<file path="src/rtl/transform_pkg.sv">
// Shared definitions for the 4x4 inverse-transform sequencer and its register file.
package transform_pkg;

  localparam logic [2:0] ST_IDLE   = 3'd0;
  localparam logic [2:0] ST_DCFILL = 3'd1;
  localparam logic [2:0] ST_IQ     = 3'd2;
  localparam logic [2:0] ST_COL    = 3'd3;
  localparam logic [2:0] ST_ROW    = 3'd4;
  localparam logic [2:0] ST_DONE   = 3'd5;

  localparam int PHASE_LEN = 4;

  // Block type codes, interpreted identically by the register file.
  localparam logic [2:0] BLK_LUMA_AC   = 3'd0;
  localparam logic [2:0] BLK_LUMA_4X4  = 3'd1;
  localparam logic [2:0] BLK_LUMA_DC   = 3'd2;
  localparam logic [2:0] BLK_CB_DC     = 3'd3;
  localparam logic [2:0] BLK_CR_DC     = 3'd4;
  localparam logic [2:0] BLK_CB_AC     = 3'd5;
  localparam logic [2:0] BLK_CR_AC     = 3'd6;
  localparam logic [2:0] BLK_RESERVED  = 3'd7;

  // DC fill wins over the skip flag; dht does not affect the entry phase.
  function automatic logic [2:0] entry_state(input logic ac_all_0, input logic skip_iq);
    if (ac_all_0)
      return ST_DCFILL;
    else if (skip_iq)
      return ST_COL;
    else
      return ST_IQ;
  endfunction

endpackage

</file>
<file path="src/rtl/transform_seq.sv">
// Per-block sequencer for the 4x4 inverse-transform register file: dequant load,
// column pass, row pass (or DC fill), then a held done_valid until acknowledged.
module transform_seq
  import transform_pkg::*;
(
  input  logic       clk,
  input  logic       rst_n,
  input  logic       ena,
  input  logic       start,
  output logic       start_ready,
  input  logic [2:0] blk_type_in,
  input  logic       dht_in,
  input  logic       skip_iq_in,
  input  logic       ac_all_0_in,
  output logic [2:0] block_type,
  output logic       AC_all_0_wr,
  output logic       IQ_wr,
  output logic       DHT_wr,
  output logic       IDCT_wr,
  output logic       wr_col,
  output logic       rd_col,
  output logic [1:0] wr_idx,
  output logic [1:0] rd_idx,
  output logic       rd,
  output logic       done_valid,
  input  logic       done_ack
);

  logic [2:0] state;
  logic [1:0] idx;
  logic       dht_q;
  logic       idx_last;
  logic       in_col;
  logic       in_row;
  logic       in_pass;
  logic       in_iq;

  assign idx_last = (idx == 2'(PHASE_LEN - 1));

  always_ff @(posedge clk or negedge rst_n) begin
    if (!rst_n) begin
      state      <= ST_IDLE;
      idx        <= '0;
      block_type <= '0;
      dht_q      <= 1'b0;
    end else if (ena) begin
      case (state)
        ST_IDLE: begin
          if (start) begin
            block_type <= blk_type_in;
            dht_q      <= dht_in;
            idx        <= '0;
            state      <= entry_state(ac_all_0_in, skip_iq_in);
          end
        end
        ST_DCFILL: state <= ST_DONE;
        ST_IQ: begin
          idx <= idx + 2'd1;
          if (idx_last) state <= ST_COL;
        end
        ST_COL: begin
          idx <= idx + 2'd1;
          if (idx_last) state <= ST_ROW;
        end
        ST_ROW: begin
          idx <= idx + 2'd1;
          if (idx_last) state <= ST_DONE;
        end
        ST_DONE: begin
          if (done_ack) state <= ST_IDLE;
        end
        default: state <= ST_IDLE;
      endcase
    end
  end

  // Output decode: registered state, idx and latched fields only; ena does not gate.
  assign in_iq   = (state == ST_IQ);
  assign in_col  = (state == ST_COL);
  assign in_row  = (state == ST_ROW);
  assign in_pass = in_col | in_row;

  assign start_ready = (state == ST_IDLE);
  assign AC_all_0_wr = (state == ST_DCFILL);
  assign IQ_wr       = in_iq;
  assign rd          = in_pass;
  assign rd_col      = in_col;
  assign wr_col      = in_col;
  assign rd_idx      = in_pass ? idx : 2'd0;
  assign wr_idx      = (in_pass | in_iq) ? idx : 2'd0;
  assign DHT_wr      = in_pass & dht_q;
  assign IDCT_wr     = in_pass & ~dht_q;
  assign done_valid  = (state == ST_DONE);

endmodule

</file>
<file path="config.mk">
export PLATFORM = sky130hd
export DESIGN_NAME = transform_seq
export DESIGN_NICKNAME = d
export VERILOG_FILES = /design/src/rtl/transform_pkg.sv /design/src/rtl/transform_seq.sv
export SDC_FILE = /design/constraint.sdc
export NUM_CORES = 1
export LEC_CHECK = 0
export BUFFER_PORTS_ARGS = -buffer_cell sky130_fd_sc_hd__buf_2
export CAP_MARGIN = 5
export CORE_MARGIN = 2
export CORE_UTILIZATION = 49
export DETAILED_ROUTE_END_ITERATION = 6
export PLACE_DENSITY_LB_ADDON = 0.12
export REMOVE_ABC_BUFFERS = 1
export SETUP_SLACK_MARGIN = 0.5
export SLEW_MARGIN = 20
export SYNTH_ARGS = -nofsm -noshare
export SYNTH_HDL_FRONTEND = slang
export SYNTH_SLANG_ARGS = --single-unit
</file>
<file path="constraint.sdc">
create_clock -name clk -period 2.6 [get_ports clk]
set_input_delay 0.13 -clock clk [delete_from_list [all_inputs] [get_ports clk]]
set_output_delay 0.13 -clock clk [all_outputs]
set_load 0.05 [all_outputs]
</file>
==> run metrics <==
status=finished, final reports clean; CTS Root Cell=clkbuf_4; DRC Markers=0; initial antenna violation count=0; die width=40.5 um; largest net degree at the start of global routing=21; Num CTS Buffers=3; Clk Latency, worst-skew pair=around 0.26 ns; number of synthesized flops with an enable pin=0; htree depth=1; delay-heaviest family, CP=flip-flops; Layout Skew=0.00447 ns; GP Congestion=between 0.6 and 0.7; most area-consuming cells after synthesis=dfrtp_1, mux2_2, o41ai_2, nor2b_1, buf_4; crit path max fanout=19; top cell type's share of synthesized area=0.345; Area Growth Syn to Fin=21.5%; die area=approximately 1600 um2; syn_area_per_cell=roughly 9.4 um2; grt total ovfl=0; Slew @ Worst Pin=0.549 ns; Hold Buf Count CTS=1; dpl hpwl=1030 um; die height=around 40 um; share of layout cells above drive strength 1=0.409; CTS tree=done; first-pass GRT wire length=2150 um; Starting Density=0.514; crit start category=register; # resized after CTS=0; drt wl/cell=roughly 13 um; worst min path class=primary input to register; drt first-iter violations=13; top cells by count, synth=dfrtp_1, a21oi_1, nor2b_1; Yosys reg bits=9; period utilization=0.729; Rel. slew slack=0.634; Yosys warnings=0; Max Freq=about 0.53 GHz; core area=between 1000 and 1500 um2; Worst path max stage delay=0.56 ns; fillers=approximately 120; final WL=between 1000 and 1500 um; ys flop type=dfrtp_1; IO Count=27; Port Buffers=26; Worst Path Buf+Inv=1; final hold violation count=0; fin. max-slew vios=0; cell area after synthesis=approximately 650 um2; crit path kind=register to primary output; hold slack=just under 0.07 ns; fin nets=~110; post-synth top area cell=dfrtp_1; max-cap violations=0; # setup viols final=0; Clock Pin Slew Worst Setup and Hold Paths=roughly 0.070 ns; CP required=approximately 2.5 ns; RSZ-0062 raised after global routing=false; vias in the first global route=approximately 500; routed vias/inst=around 5.4; dominant cell by count in the synthesized netlist=dfrtp_1; row count=13; Crit-path slowest cell=dfrtp_1; via count=between 500 and 600; ANT cells=0; Tmin final=~1.9 ns; post-synthesis sequential area ratio=0.345; Setup crit end kind=primary output; Antenna Nets Post-Route=0; clk buf depth=2; CP arrival=about 1.8 ns; Netlist cell types=30; CP cell instances=nor2_1, a21o_1, nor2b_1, buf_2; Inst Count DP=103; Cells after Synth=just under 70; setup bufs post-CTS=0; Final Non-Filler Cells=between 100 and 150; Pre-antenna DRT Iters=4; Num Clock Sinks=9; gr usage total=0.203; async set or reset register ratio after synthesis=1.00
## area by class of cell
type / instances / area [um2] / share of cell area
clock buffers: 4 / 26.3 / 0.0332
well taps: 15 / 18.8 / 0.0237
repair buffers: 27 / 140 / 0.177
inverters: 3 / 11.3 / 0.0142
multi-input cells: 50 / 370 / 0.468
flip-flops and latches: 9 / 225 / 0.284
## path summary, 6_finish.rpt
| path | end | start | slack [ns] | cells past startpoint |
|---|---|---|---|---|
| max in group asynchronous | block_type[2]$_DFFE_PN0P_ | rst_n | 2.17 | 2 |
| max reg2reg | block_type[0]$_DFFE_PN0P_ | state[2]$_DFFE_PN0P_ | 0.93 | 3 |
| max | IDCT_wr | state[1]$_DFFE_PN0P_ | 0.70 | 4 |
| min reg2reg | block_type[1]$_DFFE_PN0P_ | block_type[1]$_DFFE_PN0P_ | 0.51 | 1 |
| min | state[1]$_DFFE_PN0P_ | ac_all_0_in | 0.07 | 2 |
| min in group asynchronous | idx[0]$_DFFE_PN0P_ | rst_n | 0.24 | 2 |
## state kept, by name, summed over array words and instances, names as in the netlist
signal and count:
block_type 3, idx 2, state 3, dht_q 1
## placed cells by master, fill, tap and decap left out
master and count:
buf_2 26, dfrtp_1 9, nor2b_1 5, a21oi_1 5, mux2_2 4, o21ai_0 4
nor2_1 3, and2_1 3, inv_1 3, clkbuf_4 3, nor3_1 2, nor3b_1 2
a21o_1 2, nor4_1 2, o41ai_2 2, nand2_1 2, and3b_1 1, and3_1 1
a311o_1 1, a21boi_0 1, nand2b_1 1, o32ai_2 1, a22o_1 1, nand3b_1 1
or3b_2 1, a221o_1 1, or2_2 1, a211o_1 1, o221ai_1 1, ha_1 1
clkbuf_1 1, dlygate4sd3_1 1
## per-layer routing
layer	GRT usage	share of wire
met5	0	0
met4	0.0750	0.0036
met1	0.251	0.45
met3	0.0500	0.035
met2	0.337	0.51
## cell families after synthesis
logic type      after synthesis  synth area share
fa+ha+maj                     1            0.0192
compound gates               20             0.250
simple gates                 25             0.230
mux                           4            0.0691
buf+inv                      10            0.0864
flops                         9             0.345
## per-stage QoR
stage / util / setup WS, ns / instance area [um2] / TNS [ns]
after floorplan: - / -0.228 / 607 / -0.228
after global placement: 0.596 / 0.967 / 756 / 0
after detailed placement: 0.596 / 0.933 / 756 / 0
after CTS: 0.624 / 0.698 / 792 / 0
after global routing: 0.624 / 0.516 / 792 / 0
final: 0.624 / 0.704 / 792 / 0
Power is not shown: default switching activity piles up to over one toggle a cycle in this logic, so the estimate is an artifact.
